### config.mk
export PLATFORM = sky130hd
export DESIGN_NAME = soc_bus_fabric
export DESIGN_NICKNAME = d
export VERILOG_FILES = /design/src/rtl/soc_bus_fabric.sv
export SDC_FILE = /design/constraint.sdc
export NUM_CORES = 1
export LEC_CHECK = 0
export ABC_AREA = 0
export BUFFER_PORTS_ARGS = -buffer_cell sky130_fd_sc_hd__buf_2
export CAP_MARGIN = 5
export CELL_PAD_IN_SITES_DETAIL_PLACEMENT = 0
export CELL_PAD_IN_SITES_GLOBAL_PLACEMENT = 1
export CORE_MARGIN = 2
export CORE_UTILIZATION = 30
export CTS_CLUSTER_DIAMETER = 150
export DETAILED_ROUTE_END_ITERATION = 8
export PLACE_DENSITY = 0.78
export SKIP_CTS_REPAIR_TIMING = 1
export SLEW_MARGIN = 20
export SYNTH_ARGS = -nofsm -noshare
export SYNTH_HDL_FRONTEND = slang
export SYNTH_SLANG_ARGS = --single-unit
### constraint.sdc
create_clock -name clk -period 3.13 [get_ports clk]
set_input_delay 0.313 -clock clk [delete_from_list [all_inputs] [get_ports clk]]
set_output_delay 0.313 -clock clk [all_outputs]
set_load 0.05 [all_outputs]
### src/rtl/soc_bus_fabric.sv
// Memory-mapped interconnect between the CPU data port and NUM_SLAVES slaves.
// Decodes the top address bits, checks alignment, runs req/ack with a timeout and reports MIPS cause codes.
module soc_bus_fabric #(
  parameter int ADDR_W     = 32,
  parameter int DATA_W     = 32,
  parameter int NUM_SLAVES = 4,
  parameter int SEL_BITS   = 4,
  parameter int TIMEOUT    = 255
) (
  input  logic                         clk,
  input  logic                         reset,
  input  logic                         m_req,
  input  logic                         m_we,
  input  logic [ADDR_W-1:0]            m_addr,
  input  logic [1:0]                   m_mask,
  input  logic                         m_signed_ext,
  input  logic [DATA_W-1:0]            m_wdata,
  output logic [DATA_W-1:0]            m_rdata,
  output logic                         m_done,
  output logic                         m_err,
  output logic [4:0]                   m_err_cause,
  output logic [NUM_SLAVES-1:0]        s_req,
  output logic                         s_we,
  output logic [ADDR_W-1:0]            s_addr,
  output logic [1:0]                   s_mask,
  output logic                         s_signed_ext,
  output logic [DATA_W-1:0]            s_wdata,
  input  logic [NUM_SLAVES*DATA_W-1:0] s_rdata,
  input  logic [NUM_SLAVES-1:0]        s_ack
);
  typedef enum logic [1:0] {IDLE, WAIT, DONE, ERR} state_t;

  // Width 1 minimum so a disabled timeout still yields a legal counter.
  localparam int CW = (TIMEOUT > 0) ? $clog2(TIMEOUT + 1) : 1;
  localparam logic [CW-1:0] TO_LAST = (TIMEOUT > 0) ? CW'(TIMEOUT - 1) : '0;

  state_t              state;
  logic [CW-1:0]       cnt;
  logic [SEL_BITS-1:0] idx;
  logic                idx_ok;
  logic                misalign;
  logic                ack_hit;
  logic                timeout_hit;
  logic [DATA_W-1:0]   rd_mux;

  assign idx         = m_addr[ADDR_W-1 -: SEL_BITS];
  assign idx_ok      = {{(32-SEL_BITS){1'b0}}, idx} < 32'(NUM_SLAVES);
  assign ack_hit     = |(s_ack & s_req);
  // The counter value before this cycle's increment hitting TIMEOUT-1 gives exactly TIMEOUT cycles of s_req.
  assign timeout_hit = (TIMEOUT != 0) && (cnt == TO_LAST);

  always_comb begin
    misalign = 1'b0;
    case (m_mask)
      2'b01:   misalign = m_addr[0];
      2'b10:   misalign = |m_addr[1:0];
      2'b11:   misalign = 1'b1;
      default: misalign = 1'b0;
    endcase
  end

  always_comb begin
    rd_mux = '0;
    for (int i = 0; i < NUM_SLAVES; i++)
      if (s_req[i]) rd_mux = s_rdata[i*DATA_W +: DATA_W];
  end

  always_ff @(posedge clk or negedge reset) begin
    if (!reset) begin
      state        <= IDLE;
      cnt          <= '0;
      s_req        <= '0;
      s_we         <= 1'b0;
      s_addr       <= '0;
      s_mask       <= '0;
      s_signed_ext <= 1'b0;
      s_wdata      <= '0;
      m_rdata      <= '0;
      m_done       <= 1'b0;
      m_err        <= 1'b0;
      m_err_cause  <= '0;
    end else begin
      case (state)
        IDLE: if (m_req) begin
          if (misalign) begin
            state       <= ERR;
            m_err       <= 1'b1;
            m_err_cause <= m_we ? 5'd5 : 5'd4;
          end else if (!idx_ok) begin
            state       <= ERR;
            m_err       <= 1'b1;
            m_err_cause <= 5'd7;
          end else begin
            state        <= WAIT;
            s_req        <= NUM_SLAVES'(1) << idx;
            s_we         <= m_we;
            s_addr       <= m_addr;
            s_mask       <= m_mask;
            s_signed_ext <= m_signed_ext;
            s_wdata      <= m_wdata;
            cnt          <= '0;
          end
        end
        WAIT: begin
          if (ack_hit) begin
            if (!s_we) m_rdata <= rd_mux;
            s_req  <= '0;
            m_done <= 1'b1;
            state  <= DONE;
          end else if (timeout_hit) begin
            s_req       <= '0;
            m_err       <= 1'b1;
            m_err_cause <= 5'd7;
            state       <= ERR;
          end
          if (cnt != '1) cnt <= cnt + 1'b1;
        end
        DONE: begin
          m_done <= 1'b0;
          state  <= IDLE;
        end
        ERR: begin
          m_err       <= 1'b0;
          m_err_cause <= '0;
          state       <= IDLE;
        end
        default: state <= IDLE;
      endcase
    end
  end
endmodule

==> impl_metrics.csv, run 1 <==
group,metric,value,unit
status,status,"finished with violations",
status,violations,"hold timing",
logic_synthesis,synth.most_common_cell,"nand2_1",
run,drv_cap,0,
logic_synthesis,synthMuxAreaShare,0,
pwr,seqPwrFrac,0.267,
logic_synthesis,netlist_area,5570,um2
floorplanning,rows,49,
global_routing,grt_pass1_wl,28.5,mm
detailed_routing,via_per_inst,4.74,
pwr,power_switching,5.46,mW
place,numPortBuffers,311,
detailed_routing,drt_wl_total,18.3,mm
detailed_routing,wl_per_cell,15.5,um
logic_synthesis,synth_top_family_by_area,"simple AND/OR/NAND/NOR gates",
critical_path,worstSetupPathType,"register to register",
floorplanning,start_util,0.308,
final_layout,finalNetCount,1139,
timing,final-hold-violation-count,1,
logic_synthesis,synth_top_area_frac,0.530,
logic_synthesis,yosysTopAreaCell,"dfrtp_1",
timing,whs,-3.62,ps
final_layout,nFillCells,1828,
floorplanning,core,18100,um2
pwr,finalPower,10.4,mW
cts,clock-root-buffer,"clkbuf_16",
cts,cts_tree,"built",
logic_synthesis,synth-seq-area-share,0.530,
logic_synthesis,async_flop_share,1.00,
hold_path,hold_class,"input pin to asynchronous set/reset pin",
global_routing,antenna_found_initial,3,
timing,finalMaxSlewViolations,0,
timing,max_freq,466,MHz
logic_synthesis,synth-edff-count,0,
logic_synthesis,synth_cell_type_count,43,
logic_synthesis,avgSynthCellArea,8.65,um2
pwr,vdd_drop_max,0.754,mV
logic_synthesis,synth-seq-cells,118,
pwr,comb_power_share,0.549,
timing,fin_crit_sh,0.685,
cts,clock_path_buffers,2,
global_routing,grt_pass1_vias,5391,
logic_synthesis,synthSimpleGateAreaFrac,0.258,
detailed_routing,drt_pre_antenna_iters,4,
logic_synthesis,yosys.area_share.xor_xnor,0.00944,
timing,finalSetupTns,0,ps
timing,slew_headroom,0.447,
cts,clk_pin_slew,60,ps
floorplanning,die-area,19700,um2
cts,cts-buffers-inserted,17,
cts,cts.sinks,118,
pwr,switching_share,0.524,
timing,worst_pin_slew,830,ps
logic_synthesis,synth_adder_area_share,0.00449,
critical_path,worstPathArrival,2450,ps
floorplanning,die_height,140,um
global_routing,grt_max_degree,70,
floorplanning,boundaryPins,314,
timing,rsz0062_at_grt,"no",
global_routing,overflow,0,
cts,clock_latency,420,ps
detailed_routing,vias,5586,
final_layout,syn2layout_area_growth,41.7,%
timing,period_minus_slack,2150,ps
detailed_routing,drtIter0Drc,169,
detailed_routing,detail-route-antenna-nets,0,
critical_path,crit_fanout,64,
cts,htree_num_levels,4,
final_layout,drive_gt1_frac,0.383,
place,gp_congestion,0.778,
pwr,p_leak,4.16,nW
pwr,p_int,4.96,mW
critical_path,end_kind,"register",
logic_synthesis,netlist_instances,644,
place,dp_hpwl,13.2,mm
critical_path,worstPathRequired,3430,ps
detailed_routing,drc,0,
logic_synthesis,synth_compound_area_frac,0.153,
timing,setup_viol,0,
logic_synthesis,synthTopCellsByArea,"dfrtp_1 53%, nand2_1 14%, a21oi_1 6.1%, a221oi_1 4.9%, nor2b_1 3.7%",
logic_synthesis,ys_warn_count,0,
global_routing,grtUsageTotal,0.184,
timing,fin_skew,11.7,ps
logic_synthesis,synth_common_cells,"203 x nand2_1, 118 x dfrtp_1, 68 x a21oi_1",
pwr,p_per_area,1320,nW/um2
final_layout,multi_input_area,2390,um2
logic_synthesis,ys.flop_type,"dfrtp_1",
final_layout,seqCellArea,2960,um2
critical_path,worstSetupStartpointType,"register",
pwr,clkPwrFrac,0.184,
floorplanning,die_width,140,um
layout make-up:
type,instances,area share
diodes,2,0.000634
clock buffers,20,0.0591
clock inverters,12,0.0146
inverters,8,0.00381
multi-input cells,470,0.303
flip-flops and latches,118,0.375
well taps,229,0.0363
repair buffers,319,0.208
worst max-delay path, stage by stage (launching register included):
cell and delay [ps]:
dfrtp_1 680, nand2b_1 320, nor3_4 170, buf_4 520, o211ai_1 170, o21a_1 140
stage by stage:
step / area, um2 / setup WS, ps / utilization / std cells
after floorplan: 5570 / 1110 / - / 645
after detailed placement: 7300 / 965 / 0.404 / 1144
final: 7890 / 985 / 0.436 / 1178
after CTS: 7890 / 966 / 0.436 / 1176
after global placement: 7300 / 994 / 0.404 / 1144
after global routing: 7890 / 747 / 0.436 / 1177
logic make-up after synthesis:
group	count (synthesis)
and+or+nand+nor	333
AOI/OAI and AO/OA	127
adders and majority gates	2
buffers and inverters	57
DFF	118
other	1
xor gates and xnor gates	6
power by group through the flow:
stage	registers [mW]	clock network [mW]	logic, mW
6_report	2.79	1.91	5.72
5_1_grt	2.89	2.04	6.18
4_1_cts	2.79	1.96	5.78
3_3_place_gp	2.79	0	5.73
3_5_place_dp	2.79	0	5.78
2_1_floorplan	5.12	0	1.99
layout by cell type (no fill, tap or decap), drive strengths merged, types with 2 or more instances in the layout:
cell type,n
buf,319
nand2,203
dfrtp,118
a21oi,68
nor2,43
nor3,38
nor2b,33
a221oi,32
clkbuf,20
inv,13
o21ai,10
xnor2,5
nand3,4
o32ai,4
nand2b,3
clkinvlp,3
clkinv,3
diode,2
and4,2
o21a,2
and2,2
ha,2
conb,2
state kept, by name, indices dropped and copies added (netlist names):
name / count
s_addr: 32
s_wdata: 32
m_done: 1
state: 2
cnt: 8
s_we: 1
s_signed_ext: 1
m_rdata: 32
s_req: 4
s_mask: 2
m_err_cause: 3
path summary, 6_finish.rpt:
check | startpoint | end | slack [ps] | cells after the start
max reg2reg | state[0]$_DFFE_PN0P_ | m_rdata[28]$_DFFE_PN0P_ | 980 | 5
max in group asynchronous | reset | s_req[3]$_DFFE_PN0P_ | 2300 | 2
min in group clk | m_addr[7] | s_addr[7]$_DFFE_PN0P_ | 80 | 3
max | state[0]$_DFFE_PN0P_ | m_rdata[28]$_DFFE_PN0P_ | 980 | 5
min reg2reg | s_addr[21]$_DFFE_PN0P_ | s_addr[21]$_DFFE_PN0P_ | 470 | 2
min | reset | m_rdata[11]$_DFFE_PN0P_ | -4 | 1
per-layer routing:
metal  part of all wire  wire (um)  track usage
met5             0.0013         23            0
met4              0.010        182       0.0500
met3               0.11       1970       0.0790
met2               0.46       8410        0.290
met1               0.42       7660        0.232
No activity file was read; power rests on OpenSTA's default activity.
==> inputs of run 2 (changes only) <==
Settings changed: ABC_AREA 0 to 1, CORE_UTILIZATION 30 to 28, PLACE_DENSITY 0.78 to 0.77.
Clock period 3.13 ns to 1.7 ns, I/O delays scaled along.
==> impl_metrics.csv, run 2 <==
group,metric,value,unit
timing,finalMaxSlewViolations,0,
critical_path,r2r_setup_slack,220,ps
logic_synthesis,synthTopCellsByArea,"dfrtp_1 49%, nand2_1 23%, inv_1 5.0%, o211ai_1 4.0%, o21ai_0 3.3%",
floorplanning,boundaryPins,314,
logic_synthesis,avgSynthCellArea,7.44,um2
pwr,vdd_drop_max,1.39,mV
detailed_routing,drt_pre_antenna_iters,4,
logic_synthesis,synth_top_area_frac,0.492,
place,numPortBuffers,311,
cts,cts.sinks,118,
logic_synthesis,synth_cell_type_count,28,
timing,max_freq,647,MHz
timing,final-hold-violation-count,11,
timing,whs,-17.2,ps
place,gp_congestion,0.761,
hold_path,hold_class,"input pin to register",
final_layout,syn2layout_area_growth,43.2,%
hold_path,hp-start,"m_addr[4]",
logic_synthesis,synth.most_common_cell,"nand2_1",
floorplanning,core,21000,um2
cts,htree_num_levels,4,
cts,clock_latency,410,ps
critical_path,r2r_cells,9,
detailed_routing,drtIter0Drc,183,
logic_synthesis,synth-edff-count,0,
status,status,"finished with violations",
hold_path,hold_depth,3,
global_routing,grtUsageTotal,0.170,
critical_path,end_kind,"output port",
logic_synthesis,synth_common_cells,"368 x nand2_1, 118 x dfrtp_1, 80 x inv_1",
logic_synthesis,netlist_area,6010,um2
critical_path,worstPathRequired,1530,ps
final_layout,top_regs,"m_rdata x32, s_addr x32, s_wdata x32",
critical_path,worstSetupPathType,"register to output port",
critical_path,worstPathArrival,1380,ps
logic_synthesis,async_flop_share,1.00,
final_layout,drive_gt1_frac,0.329,
timing,fin_skew,10.3,ps
pwr,p_per_area,1730,nW/um2
detailed_routing,detail-route-antenna-nets,0,
logic_synthesis,synth-seq-cells,118,
final_layout,finalNetCount,1331,
place,dp_hpwl,14.6,mm
status,violations,"hold timing",
detailed_routing,via_per_inst,4.28,
detailed_routing,wl_per_cell,13.9,um
final_layout,final_cells,1415,
critical_path,worstSetupStartpointType,"register",
logic_synthesis,synth-seq-area-share,0.492,
hold_path,hold_path_end,"s_addr[4]$_DFFE_PN0P_",
detailed_routing,drt_wl_total,19.6,mm
cts,clock_path_buffers,2,
global_routing,grt_pass1_vias,5695,
timing,fin_crit_sh,0.910,
cts,clk_pin_slew,70,ps
logic_synthesis,ys_warn_count,0,
global_routing,antenna_found_initial,1,
critical_path,crit_fanout,33,
pwr,p_leak,5.15,nW
detailed_routing,drc,0,
logic_synthesis,yosysTopAreaCell,"dfrtp_1",
detailed_routing,vias,6056,
floorplanning,die_height,150,um
final_layout,layout_common_cells,"367 x nand2_1, 310 x buf_2, 115 x dfrtp_1",
cts,cts-buffers-inserted,17,
timing,rsz0062_at_grt,"no",
critical_path,reg2reg_to,"m_rdata[25]$_DFFE_PN0P_",
logic_synthesis,netlist_instances,807,
cts,cts_tree,"built",
floorplanning,start_util,0.286,
logic_synthesis,ys.flop_type,"dfrtp_1",
global_routing,overflow,0,
floorplanning,die_width,150,um
run,drv_cap,0,
cts,clock-root-buffer,"clkbuf_16",
timing,finalSetupTns,0,ps
floorplanning,rows,53,
final_layout,layout_commonest_cell,"nand2_1",
timing,setup_viol,0,
timing,period_minus_slack,1550,ps
floorplanning,die-area,22600,um2
critical_path,worstReg2RegStart,"s_req[1]$_DFFE_PN0P_",
place,dp.cells,1364,
global_routing,grt_pass1_wl,29.6,mm
global_routing,grt_max_degree,135,
==> run 2: power breakdown <==
group | leakage (nW) | switching [mW] | internal, mW | total (mW)
combinational | 3.32 | 5.30 | 1.97 | 7.27
sequential | 1.56 | 0.542 | 3.63 | 4.17
clock | 0.273 | 1.52 | 1.94 | 3.45
total | 5.15 | 7.36 | 7.53 | 14.9
==> run 2: worst max path at each step <==
| stage | slack [ps] | cells after the start | start | to |
|---|---|---|---|---|
| global route | 4 | 9 | s_req[0]$_DFFE_PN0P_ | m_rdata[24]$_DFFE_PN0P_ |
| floorplan | 110 | 11 | s_req[1]$_DFFE_PN0P_ | m_rdata[0]$_DFFE_PN0P_ |
| finish | 150 | 2 | s_req[1]$_DFFE_PN0P_ | s_req[1] |
| global placement | 180 | 9 | s_req[0]$_DFFE_PN0P_ | m_rdata[17]$_DFFE_PN0P_ |
| CTS | 120 | 9 | s_req[0]$_DFFE_PN0P_ | m_rdata[25]$_DFFE_PN0P_ |
| detailed placement | 140 | 9 | s_req[0]$_DFFE_PN0P_ | m_rdata[25]$_DFFE_PN0P_ |
==> run 2: layer usage <==
metal | vias to the layer above | track usage | routed length [um] | share of wire
met5 | - | 0 | 0 | 0
met4 | 0 | 0.0552 | 294 | 0.015
met1 | 2628 | 0.209 | 8470 | 0.43
li1 | 3156 | - | - | -
met3 | 16 | 0.0636 | 2070 | 0.11
met2 | 256 | 0.273 | 8810 | 0.45
==> run 2: kinds of logic (layout without fill, tap and decap cells) <==
group                    after synthesis  count (layout)  share of synthesized area
AO/OA/AOI/OAI                        138             138                      0.129
adder cells (fa/ha/maj)                2               2                    0.00417
AND/OR/NAND/NOR                      417             417                      0.274
XOR/XNOR                               1               1                    0.00146
flip-flops                           118             118                      0.492
other                                  1               3                   0.000624
buffers and inverters                130             461                     0.0998
==> run 2: area by class of cell <==
type	instances	area [um2]
inverters	85	322
fillers	2220	12400
multi-input cells	560	2470
well taps	275	344
clock inverters	14	129
clock buffers	18	429
flip-flops and latches	118	2960
diodes	1	2.50
repair buffers	344	1950
==> run 2: worst max-delay path, stage by stage, from the launching register on <==
cell	delay [ps]
dfrtp_2	440
buf_12	210
buf_2	290
==> run 2: metrics by stage <==
stage	setup slack, ps	total power, mW	area, um2	utilization	hold slack [ps]
2_1_floorplan	112	9.49	6010	-	-126
3_3_place_gp	178	11.5	7860	0.374	151
3_5_place_dp	138	11.6	7860	0.374	156
4_1_cts	120	15.1	8420	0.401	-297
5_1_grt	4.43	16.0	8600	0.409	0.344
6_report	154	14.9	8600	0.409	-17.2
